## src/rtl/pic_pkg.sv

```systemverilog
// pic_pkg: shared definitions for the 8259A read/acknowledge path.
//   - acknowledge sequencer state encoding
//   - OCW3 read-register select codes
//   - poll-word bit positions and a helper that packs the poll word
package pic_pkg;

   typedef enum logic [1:0] {
      ST_IDLE  = 2'd0,
      ST_ACK1  = 2'd1,
      ST_WAIT2 = 2'd2,
      ST_ACK2  = 2'd3
   } state_t;

   localparam logic [1:0] RD_IRR = 2'b10;
   localparam logic [1:0] RD_ISR = 2'b11;

   localparam int POLL_I_BIT   = 7;
   localparam int POLL_LVL_MSB = 2;
   localparam int POLL_LVL_LSB = 0;

   function automatic logic [7:0] poll_word(input logic valid, input logic [2:0] lvl);
      logic [7:0] pw;
      pw                           = '0;
      pw[POLL_I_BIT]               = valid;
      pw[POLL_LVL_MSB:POLL_LVL_LSB] = lvl;
      return pw;
   endfunction

endpackage

```

## src/rtl/inta_responder_strobe_edge.sv

```systemverilog
// strobe_edge: samples an active-low strobe into two flops and flags
// falling/rising transitions between the newest sample and the one before.
//   clk      in  system clock
//   rst_n    in  asynchronous active-low reset
//   strobe_n in  active-low strobe, synchronous to clk
//   fall     out newest sample 0, previous sample 1
//   rise     out newest sample 1, previous sample 0
module strobe_edge (
   input  logic clk,
   input  logic rst_n,
   input  logic strobe_n,
   output logic fall,
   output logic rise
);

   logic smp_q;
   logic prv_q;

   // Reset to the inactive level so a strobe held low out of reset is seen as a fall.
   always_ff @(posedge clk or negedge rst_n) begin
      if (!rst_n) begin
         smp_q <= 1'b1;
         prv_q <= 1'b1;
      end else begin
         smp_q <= strobe_n;
         prv_q <= smp_q;
      end
   end

   assign fall = prv_q & ~smp_q;
   assign rise = ~prv_q & smp_q;

endmodule

```

## src/rtl/inta_responder.sv

```systemverilog
// inta_responder: CPU-facing read/acknowledge path of the 8259A.
// Sequences the two-pulse INTA cycle (vector on the second pulse) and
// answers RD cycles with IRR, ISR, IMR or the poll word. All outputs registered.
// Optional cascade support when PIC_CASCADE_EN is defined (adds SNGL, ICW3, CAS).
//   CLK/RESET      clock, async active-low reset
//   INTA/RD/A0     CPU strobes (active low) and address bit
//   T7_T3          vector base
//   IRQ_VALID/LEVEL resolver winner
//   IRR/ISR/IMR    register contents for reads
//   READ_SEL/POLL/AEOI  OCW3 read select, poll pending, auto-EOI mode
//   DOUT/DOUT_EN   data bus value and drive enable
//   FREEZE         hold IRR during acknowledge
//   ISR_SET/EOI_AUTO/POLL_DONE  one-cycle pulses to the register block
module inta_responder
   import pic_pkg::*;
#(
   parameter logic [2:0] SPURIOUS_LEVEL = 3'd7
) (
   input  logic       CLK,
   input  logic       RESET,
   input  logic       INTA,
   input  logic       RD,
   input  logic       A0,
   input  logic [4:0] T7_T3,
   input  logic       IRQ_VALID,
   input  logic [2:0] IRQ_LEVEL,
   input  logic [7:0] IRR,
   input  logic [7:0] ISR,
   input  logic [7:0] IMR,
   input  logic [1:0] READ_SEL,
   input  logic       POLL,
   input  logic       AEOI,
`ifdef PIC_CASCADE_EN
   input  logic       SNGL,
   input  logic [7:0] ICW3,
   output logic [2:0] CAS,
`endif
   output logic [7:0] DOUT,
   output logic       DOUT_EN,
   output logic       FREEZE,
   output logic [7:0] ISR_SET,
   output logic       EOI_AUTO,
   output logic       POLL_DONE
);

   logic inta_fall, inta_rise, rd_fall, rd_rise;

   strobe_edge u_inta_edge (.clk(CLK), .rst_n(RESET), .strobe_n(INTA), .fall(inta_fall), .rise(inta_rise));
   strobe_edge u_rd_edge   (.clk(CLK), .rst_n(RESET), .strobe_n(RD),   .fall(rd_fall),   .rise(rd_rise));

   state_t     state_q, state_d;
   logic [2:0] lvl_q, lvl_d;
   logic       spur_q, spur_d;
   logic       sel_isr_q, sel_isr_d;
   logic       rd_act_q, rd_act_d;
   logic       poll_hold_q, poll_hold_d;
   logic [7:0] dout_d;
   logic       dout_en_d, freeze_d, eoi_d, pdone_d;
   logic [7:0] isr_set_d;
`ifdef PIC_CASCADE_EN
   logic [2:0] cas_d;
   logic       slave_q, slave_d;
`endif

   logic [2:0] ack_lvl;
   logic [7:0] read_word;

   assign ack_lvl   = IRQ_VALID ? IRQ_LEVEL : SPURIOUS_LEVEL;
   assign read_word = A0 ? IMR : (sel_isr_q ? ISR : IRR);

   // State and output registers
   always_ff @(posedge CLK or negedge RESET) begin
      if (!RESET) begin
         state_q     <= ST_IDLE;
         lvl_q       <= '0;
         spur_q      <= 1'b0;
         sel_isr_q   <= 1'b0;
         rd_act_q    <= 1'b0;
         poll_hold_q <= 1'b0;
         DOUT        <= '0;
         DOUT_EN     <= 1'b0;
         FREEZE      <= 1'b0;
         ISR_SET     <= '0;
         EOI_AUTO    <= 1'b0;
         POLL_DONE   <= 1'b0;
`ifdef PIC_CASCADE_EN
         CAS         <= '0;
         slave_q     <= 1'b0;
`endif
      end else begin
         state_q     <= state_d;
         lvl_q       <= lvl_d;
         spur_q      <= spur_d;
         sel_isr_q   <= sel_isr_d;
         rd_act_q    <= rd_act_d;
         poll_hold_q <= poll_hold_d;
         DOUT        <= dout_d;
         DOUT_EN     <= dout_en_d;
         FREEZE      <= freeze_d;
         ISR_SET     <= isr_set_d;
         EOI_AUTO    <= eoi_d;
         POLL_DONE   <= pdone_d;
`ifdef PIC_CASCADE_EN
         CAS         <= cas_d;
         slave_q     <= slave_d;
`endif
      end
   end

   // Next state
   always_comb begin
      state_d = state_q;
      unique case (state_q)
         ST_IDLE:  if (inta_fall) state_d = ST_ACK1;
         ST_ACK1:  if (inta_rise) state_d = ST_WAIT2;  // a repeated fall here is a glitch
         ST_WAIT2: if (inta_fall) state_d = ST_ACK2;
         ST_ACK2:  if (inta_rise) state_d = ST_IDLE;
         default:  state_d = ST_IDLE;
      endcase
   end

   // Output / datapath next values
   always_comb begin
      lvl_d       = lvl_q;
      spur_d      = spur_q;
      rd_act_d    = rd_act_q;
      poll_hold_d = poll_hold_q;
      dout_d      = DOUT;
      dout_en_d   = DOUT_EN;
      freeze_d    = FREEZE;
      isr_set_d   = '0;
      eoi_d       = 1'b0;
      pdone_d     = 1'b0;
      sel_isr_d   = sel_isr_q;
`ifdef PIC_CASCADE_EN
      cas_d       = CAS;
      slave_d     = slave_q;
`endif
      // Only RR=1 updates the selection; RR=0 keeps the last one.
      if (READ_SEL[1]) sel_isr_d = (READ_SEL == RD_ISR);

      unique case (state_q)
         ST_IDLE: begin
            if (inta_fall) begin
               // Acknowledge wins over a simultaneous or active read.
               lvl_d       = ack_lvl;
               spur_d      = ~IRQ_VALID;
               if (IRQ_VALID) isr_set_d = 8'd1 << IRQ_LEVEL;
               freeze_d    = 1'b1;
               dout_en_d   = 1'b0;
               rd_act_d    = 1'b0;
               poll_hold_d = 1'b0;
`ifdef PIC_CASCADE_EN
               slave_d     = ~SNGL & ICW3[ack_lvl];
               cas_d       = (~SNGL & ICW3[ack_lvl]) ? ack_lvl : 3'd0;
`endif
            end else if (rd_fall) begin
               rd_act_d  = 1'b1;
               dout_en_d = 1'b1;
               if (!A0 && POLL) begin
                  // Poll word is frozen for the whole read.
                  dout_d      = poll_word(IRQ_VALID, IRQ_LEVEL);
                  poll_hold_d = 1'b1;
                  pdone_d     = 1'b1;
                  if (IRQ_VALID) isr_set_d = 8'd1 << IRQ_LEVEL;
               end else begin
                  dout_d = read_word;
               end
            end else if (rd_rise) begin
               rd_act_d    = 1'b0;
               poll_hold_d = 1'b0;
               dout_en_d   = 1'b0;
            end else if (rd_act_q && !poll_hold_q) begin
               dout_d = read_word;
            end
         end
         ST_WAIT2: begin
            if (inta_fall) begin
               dout_d = {T7_T3, lvl_q};
`ifdef PIC_CASCADE_EN
               dout_en_d = ~slave_q;  // slave drives the vector
`else
               dout_en_d = 1'b1;
`endif
            end
         end
         ST_ACK2: begin
            if (inta_rise) begin
               dout_en_d = 1'b0;
               freeze_d  = 1'b0;
               eoi_d     = AEOI & ~spur_q;
`ifdef PIC_CASCADE_EN
               cas_d     = '0;
               slave_d   = 1'b0;
`endif
            end
         end
         default: ;
      endcase
   end

endmodule

```

## config.mk

```make
export PLATFORM = sky130hd
export DESIGN_NAME = inta_responder
export DESIGN_NICKNAME = d
export VERILOG_FILES = /design/src/rtl/pic_pkg.sv /design/src/rtl/inta_responder_strobe_edge.sv /design/src/rtl/inta_responder.sv
export SDC_FILE = /design/constraint.sdc
export NUM_CORES = 1
export LEC_CHECK = 0
export ABC_AREA = 1
export ABC_CLOCK_PERIOD_IN_PS = 2600
export CAP_MARGIN = 20
export CORE_MARGIN = 5
export CORE_UTILIZATION = 40
export CTS_BUF_LIST = sky130_fd_sc_hd__clkbuf_16
export CTS_CLUSTER_DIAMETER = 120
export CTS_CLUSTER_SIZE = 8
export DETAILED_ROUTE_END_ITERATION = 8
export PLACE_DENSITY = 0.77
export SETUP_SLACK_MARGIN = 0.1
export SYNTH_ARGS = -nofsm -noshare
export SYNTH_HDL_FRONTEND = slang
export SYNTH_SLANG_ARGS = --single-unit
```

## constraint.sdc

```tcl
create_clock -name CLK -period 2.6 [get_ports CLK]
set_clock_uncertainty 0.2 [all_clocks]
set_input_delay 0.65 -clock CLK [delete_from_list [all_inputs] [get_ports CLK]]
set_output_delay 0.65 -clock CLK [all_outputs]
set_load 0.01 [all_outputs]
```

==> results of run 1 <==
## worst paths after layout
| path | cells after the start | startpoint | slack, ns | endpoint |
|---|---|---|---|---|
| worst max-delay path | 9 | state_q[0] | 0.47 | DOUT[2] |
| worst min-delay path | 0 | u_inta_edge.smp_q | 0.16 | u_inta_edge.prv_q |
| worst max register to register | 9 | state_q[0] | 0.47 | DOUT[2] |
| worst min register to register | 0 | u_inta_edge.smp_q | 0.16 | u_inta_edge.prv_q |
| max in group asynchronous | 2 | RESET | 1.29 | u_rd_edge.smp_q |
| min in group asynchronous | 2 | RESET | 0.57 | sel_isr_q |
## synth_stat cells (all sizes together)
library cell	n	area, um2
nand2	78	329
o21bai	1	7.51
dfstp	4	105
nor2	23	121
o21ai	7	35.0
buf	3	27.5
or2	5	31.3
dfrtp	29	726
a31oi	2	12.5
a2bb2oi	2	17.5
inv	36	138
nand3	28	140
clkinv	1	8.76
o211ai	1	7.51
ha	5	62.6
nor3	2	10.0
a21oi	11	77.6
## logic make-up (layout without fill, tap and decap cells)
logic type | Yosys count | count (layout)
adders and majority gates | 5 | 5
AOI/OAI and AO/OA | 24 | 24
DFF | 33 | 33
buffers and inverters | 40 | 107
and+or+nand+nor | 136 | 136
## layout by cell type, fill, tap and decap left out, types with 3 or more instances in the layout
master,count
o21ai_1,4
nand2_1,71
inv_1,31
dfrtp_1,29
clkdlybuf4s50_1,61
clkbuf_16,5
inv_2,4
dfstp_2,4
nor2_1,13
nor2_2,8
o21ai_0,3
a21oi_2,6
or2_1,3
nand3_1,28
a21oi_1,5
nand2_2,5
ha_1,5
## cell type report
type / instances / area share
Clock buffer: 5 / 0.0472
Clock inverter: 3 / 0.00472
Inverter: 37 / 0.0552
Multi-Input combinational cell: 165 / 0.322
Sequential cell: 33 / 0.314
Tap cell: 52 / 0.0246
Timing Repair Buffer: 62 / 0.233
## metrics by stage
step,util,hold slack (ns),setup WS (ns)
2_1_floorplan,-,0.154,0.878
4_1_cts,0.600,0.165,0.461
3_3_place_gp,0.569,0.156,0.434
5_1_grt,0.600,0.174,0.300
3_5_place_dp,0.569,0.158,0.360
6_report,0.600,0.164,0.467
## sequential cells by signal (all words and copies together), names as in the netlist, 2 cells and up
name     flops
lvl_q        3
state_q      2
DOUT         8
ISR_SET      8
## power breakdown
| group | total [mW] | internal, mW | switching (mW) |
|---|---|---|---|
| Clock | 0.544 | 0.345 | 0.199 |
| Combinational | 1.14 | 0.492 | 0.649 |
| Sequential | 0.754 | 0.666 | 0.0879 |
## worst max-delay path: stages, from the launching register on
cell	delay (ns)
dfrtp_1	0.43
inv_1	0.12
ha_1	0.49
inv_4	0.10
nand2_2	0.09
nand2_2	0.06
nor2_4	0.22
nand2_8	0.12
nor2_2	0.13
a21oi_2	0.06
## per-layer routing
| metal | GRT usage | share of wire | vias up |
|---|---|---|---|
| met5 | 0 | 0 | - |
| met4 | 0.0709 | 0.031 | 0 |
| met3 | 0.0355 | 0.039 | 16 |
| met2 | 0.254 | 0.51 | 37 |
| met1 | 0.185 | 0.42 | 751 |
| li1 | - | - | 874 |
==> metrics, run 1 <==
Post-CTS Setup Repair Bufs 0; Fill cells 425; Design Power 2.44 mW; cell area after synthesis 1860 um2; pwr/cell area 920 nW/um2; drt pass-1 iters 4; largest net degree at the start of global routing 34; Synth Area in XOR/XNOR 0; element type at the critical path end flip-flop; chip width 78.1 um; Hold-fix buffers, CTS 0; H-tree levels 2; post-detail-place hpwl 3640 um; Setup crit start kind flip-flop; vias in the first global route 1670; first-pass GRT wire length 7550 um; post-route cell area 2650 um2; latest clock arrival within the worst-skew pair 0.27 ns; initial core utilization 0.421; share of layout cells above drive strength 1 0.131; initial antenna violation count 0; CTS Sinks 33; VDD IR-drop max 652 uV; critical path class reg2reg; Cells after DPL 349; Die Y-Extent 78.1 um; CTS tree yes; Arrival @ worst endpoint 2.09 ns; Buffers on Ports 61; Hold Path Class reg2reg; die area 6100 um2; clock root cell clkbuf_16; register area 831 um2; multi-input logic area 852 um2; DRT iter0 DRCs 55; Post-Synth Simple-Gate Area 0.340; I/O pin cnt 62; CTS max path bufs 2; # nets final 351; clock buffer count from CTS 5; Leakage Power 1.29 nW; max_slew headroom 0.661; drt via density 4.70; Clock transition at path regs 0.05 ns; post_cts resized 0; max-cap violations 0; Syn Nets 285; Layout area overhead 42.7%; Fin. Hold Viols 0; Synth warnings 0; Seq/Total Area, Yosys 0.447; routability cong. 0.811; largest family of logic cells by synthesized area simple AND/OR/NAND/NOR gates; post-route minimum period 2.13 ns; average size of a mapped cell 7.80 um2; Post-Syn Instances 238; total global routing overflow 0; ant diodes 0; fin cells 357; Core Region 4410 um2; final slew viol count 0; WP data required 2.56 ns; CP max FO 10; RSZ-0062 raised after global routing false; row count 24; Fmax 0.469 GHz; status complete, no violations; final wirelength 4510 um; Global Route Usage Sum 0.152; count of final setup violators 0; synthesis-stage register bit count 33; Worst Tran Pin Value 0.508 ns; Avg WL per Cell 12.6 um; Yosys cell types 28; synthesized-area fraction occupied by adder cells 0.0337; post-synthesis mux area share 0; fin crit share 0.820; DRC 0; post-synthesis compound-gate area fraction 0.0849; ANT nets after route 0; Post-DP Area 2510 um2; Vias 1678; post-route setup TNS 0 ns
(Power assumes the default switching activity.)
==> run 2: changes to the inputs <==
--- a/config.mk
+++ b/config.mk
@@ -6,7 +6,7 @@
 export NUM_CORES = 1
 export LEC_CHECK = 0
 export ABC_AREA = 1
-export ABC_CLOCK_PERIOD_IN_PS = 2600
+export ABC_CLOCK_PERIOD_IN_PS = 2080
 export CAP_MARGIN = 20
 export CORE_MARGIN = 5
 export CORE_UTILIZATION = 40
==> constraint.sdc (replaced) <==
create_clock -name CLK -period 2.08 [get_ports CLK]
set_clock_uncertainty 0.2 [all_clocks]
set_input_delay 0.52 -clock CLK [delete_from_list [all_inputs] [get_ports CLK]]
set_output_delay 0.52 -clock CLK [all_outputs]
set_load 0.01 [all_outputs]
==> metrics, run 2 (synthesis gave the netlist of run 1 again) <==
Fmax 0.527 GHz; Setup crit start kind flip-flop; crit-path cells clkdlybuf4s50_1; Avg WL per Cell 13.2 um; Leakage Power 1.32 nW; Final Core Density 0.616; DP Worst Slack 0.108 ns; CP max FO 2; Global Route Usage Sum 0.160; initial core utilization 0.421; Cells after DPL 353; row count 24; slowest stage delay, CP 0.54 ns; DRC 0; slowest library cell on the worst path clkdlybuf4s50_1; total global routing overflow 0; pwr/cell area 1200 nW/um2; Layout area overhead 46.5%; latest clock arrival within the worst-skew pair 0.27 ns; fin cells 361; most frequent cells in the layout nand2_1 (71), clkdlybuf4s50_1 (61), inv_1 (30); fin crit share 0.913; VDD IR-drop max 878 uV; Fin. Hold Viols 0; chip width 78.1 um; commonest non-fill, non-tap cell in the layout nand2_1; # nets final 355; routability cong. 0.773; ANT nets after route 0; CP top delay family buffers and inverters; count of final setup violators 0; Clock transition at path regs 0.05 ns; final wirelength 4750 um; status complete, no violations; element type at the critical path end primary output; post-route setup slack 0.181 ns; Arrival @ worst endpoint 1.18 ns; first-pass GRT wire length 7820 um; final slew viol count 0; CTS max path bufs 2; initial antenna violation count 0; Top Registers DOUT: 8 flops, ISR_SET: 8 flops, lvl_q: 3 flops; CTS Sinks 33; drt via density 4.80; Post-DP Area 2540 um2; die area 6100 um2; I/O pin cnt 62; critical path class reg2out; H-tree levels 2; CTS tree yes; post-route cell area 2720 um2; drt pass-1 iters 4; clock buffer count from CTS 5; clock root cell clkbuf_16; Worst Tran Pin Value 0.422 ns; Hold Path Class reg2reg; Die Y-Extent 78.1 um; Core Region 4410 um2; DRT iter0 DRCs 74; vias in the first global route 1666; Buf/Inv on CP 1; post-route setup TNS 0 ns; post-route minimum period 1.90 ns; max_slew headroom 0.718; max-cap violations 0; RSZ-0062 raised after global routing false; Buffers on Ports 61; post-detail-place hpwl 3680 um; Vias 1731; WP data required 1.36 ns; ant diodes 0; largest net degree at the start of global routing 34; share of layout cells above drive strength 1 0.155
run 2: report_power, final:
group          internal [mW]  switching (mW)
clock                  0.556           0.263
combinational          0.658           0.832
sequential             0.832           0.114
run 2: layout make-up:
class | instances | area (um2)
inverter | 37 | 146
multi-input combinational | 165 | 867
timing repair buffer | 66 | 648
sequential | 33 | 831
clock buffer | 5 | 125
clock inverter | 3 | 37.5
fill | 387 | 1690
tap | 52 | 65.1
run 2: final timing paths:
path	to	from	cells past startpoint	slack, ns
hold / removal	u_inta_edge.prv_q	u_inta_edge.smp_q	0	0.17
hold reg to reg	u_inta_edge.prv_q	u_inta_edge.smp_q	0	0.17
max in group asynchronous	u_rd_edge.prv_q	RESET	2	0.91
setup / recovery	DOUT[1]	DOUT[1]	1	0.18
min in group asynchronous	sel_isr_q	RESET	2	0.44
setup reg to reg	DOUT[2]	state_q[0]	9	0.26
run 2: what timing repair did:
action | CTS | global route
hold buffers | 0 | 0
gates resized for setup | 0 | 5
endpoints found under the setup margin | 0 | 8
setup buffers | 0 | 0
run 2: metrics by stage:
step	total power, mW	hold WS, ns
after floorplan	1.91	0.0244
after global routing	3.51	0.176
after detailed placement	2.40	0.156
final	3.26	0.167
after CTS	3.25	0.169
after global placement	2.37	0.156
run 2: per-layer routing:
| layer | vias up | routed length, um | GRT usage | part of all wire |
|---|---|---|---|---|
| met3 | 11 | 252 | 0.0469 | 0.053 |
| met4 | 0 | 116 | 0.0642 | 0.024 |
| met2 | 48 | 2510 | 0.271 | 0.53 |
| met1 | 790 | 1870 | 0.189 | 0.39 |
| li1 | 882 | - | - | - |
| met5 | - | 0 | 0 | 0 |
==> run 3: changes to the inputs <==
--- a/config.mk
+++ b/config.mk
@@ -14,7 +14,7 @@
 export CTS_CLUSTER_DIAMETER = 120
 export CTS_CLUSTER_SIZE = 8
 export DETAILED_ROUTE_END_ITERATION = 8
-export PLACE_DENSITY = 0.77
+export PLACE_DENSITY = 0.78
 export SETUP_SLACK_MARGIN = 0.1
 export SYNTH_ARGS = -nofsm -noshare
 export SYNTH_HDL_FRONTEND = slang
==> metrics, run 3 (synthesis gave the netlist of run 1 again) <==
status complete, no violations; CTS max path bufs 2; Fill cells 394; Fmax 0.525 GHz; ant diodes 0; share of layout cells above drive strength 1 0.153; element type at the critical path end primary output; VDD IR-drop max 732 uV; routed metal-1 wire length 1850 um; slowest stage delay, CP 0.55 ns; Die Y-Extent 78.1 um; Clock transition at path regs 0.05 ns; max_slew headroom 0.713; CP top delay family buffers and inverters; Leakage Power 1.32 nW; Combinational Power Share 0.459; initial core utilization 0.421; max-cap violations 0; Arrival @ worst endpoint 1.18 ns; DRC 0; internal power 2.04 mW; vias in the first global route 1657; post-route minimum period 1.90 ns; post-route setup TNS 0 ns; largest net degree at the start of global routing 34; CTS Sinks 33; routed wl met3 209 um; Hold Path Class reg2reg; fin crit share 0.915; drt pass-1 iters 4; RSZ-0062 raised after global routing false; most frequent cells in the layout nand2_1 (71), clkdlybuf4s50_1 (61), inv_1 (31); chip width 78.1 um; post-route cell area 2720 um2; H-tree levels 2; Final Core Density 0.616; routability cong. 0.840; Setup crit start kind flip-flop; ANT nets after route 0; Post-CTS Setup Repair Bufs 0; critical path class reg2out; Avg WL per Cell 12.7 um; initial antenna violation count 0; Psw 1.19 mW; crit-path cells clkdlybuf4s50_1; post-detail-place hpwl 3600 um; commonest non-fill, non-tap cell in the layout nand2_1; Buffers on Ports 61; Hold-fix buffers, CTS 0; Layout area overhead 46.4%; count of final setup violators 0; final wirelength 4580 um; CTS tree yes; Fin. Hold Viols 0; clock root cell clkbuf_16; Core Region 4410 um2; latest clock arrival within the worst-skew pair 0.28 ns; Buf/Inv on CP 1; total global routing overflow 0; I/O pin cnt 62; Flop pwr share 0.291; CP max FO 2; Global Route Usage Sum 0.158; Switching Fraction 0.369; WP data required 1.36 ns; die area 6100 um2; # nets final 355; clock buffer count from CTS 5; post_cts resized 0; met2 WL 2460 um; final slew viol count 0; Post-DP Area 2540 um2; slowest library cell on the worst path clkdlybuf4s50_1; DR top layer met4; first-pass GRT wire length 7780 um; row count 24; Worst Tran Pin Value 0.430 ns; pwr/cell area 1190 nW/um2; Top Registers DOUT: 8 flops, ISR_SET: 8 flops, lvl_q: 3 flops; DRT iter0 DRCs 72; clock network fraction of total power 0.250; Vias 1734; drt via density 4.82
==> run 3: worst reg2reg max path: stages (launching register included) <==
cell	delay [ns]
dfrtp_1	0.43
inv_1	0.17
ha_2	0.24
inv_4	0.07
nand2_2	0.07
nand2_2	0.07
nor2_4	0.24
nand2_8	0.12
nor2_2	0.12
a21oi_2	0.06
==> run 3: routing by layer <==
metal,global-route usage,up-vias
met5,0,-
met4,0.0507,0
met3,0.0412,5
met2,0.272,31
met1,0.190,821
li1,-,877
==> run 3: worst paths after layout <==
kind                            slack [ns]  depth (start not counted)                end              start
worst max-delay path                  0.18                          1            DOUT[2]            DOUT[2]
worst min-delay path                  0.16                          0  u_inta_edge.prv_q  u_inta_edge.smp_q
worst max register to register        0.18                          9            DOUT[7]         state_q[0]
worst min register to register        0.16                          0  u_inta_edge.prv_q  u_inta_edge.smp_q
max in group asynchronous             0.90                          2  u_inta_edge.smp_q              RESET
min in group asynchronous             0.45                          2         state_q[0]              RESET
==> run 3: layout make-up <==
cell class / instances / area [um2] / share of cell area
flip-flops and latches: 33 / 831 / 0.306
clock inverters: 2 / 35.0 / 0.0129
clock buffers: 5 / 125 / 0.0460
multi-input cells: 165 / 867 / 0.319
repair buffers: 66 / 648 / 0.238
well taps: 52 / 65.1 / 0.0239
inverters: 37 / 146 / 0.0539
==> run 3: power by group through the flow <==
| stage | clock network, mW | logic, mW | registers [mW] |
|---|---|---|---|
| after floorplan | 0 | 0.941 | 0.973 |
| after detailed placement | 0 | 1.45 | 0.949 |
| after global routing | 0.859 | 1.67 | 0.966 |
| final | 0.808 | 1.48 | 0.943 |
| after global placement | 0 | 1.43 | 0.943 |
| after CTS | 0.826 | 1.46 | 0.941 |
==> run 3: per-stage QoR <==
stage / hold slack, ns / cells / setup WS (ns) / total power, mW
2_1_floorplan: 0.0244 / 238 / 0.358 / 1.91
3_3_place_gp: 0.156 / 353 / 0.144 / 2.37
4_1_cts: 0.165 / 360 / 0.138 / 3.23
5_1_grt: 0.175 / 360 / 0.0860 / 3.49
3_5_place_dp: 0.158 / 353 / 0.118 / 2.40
6_report: 0.164 / 360 / 0.176 / 3.24
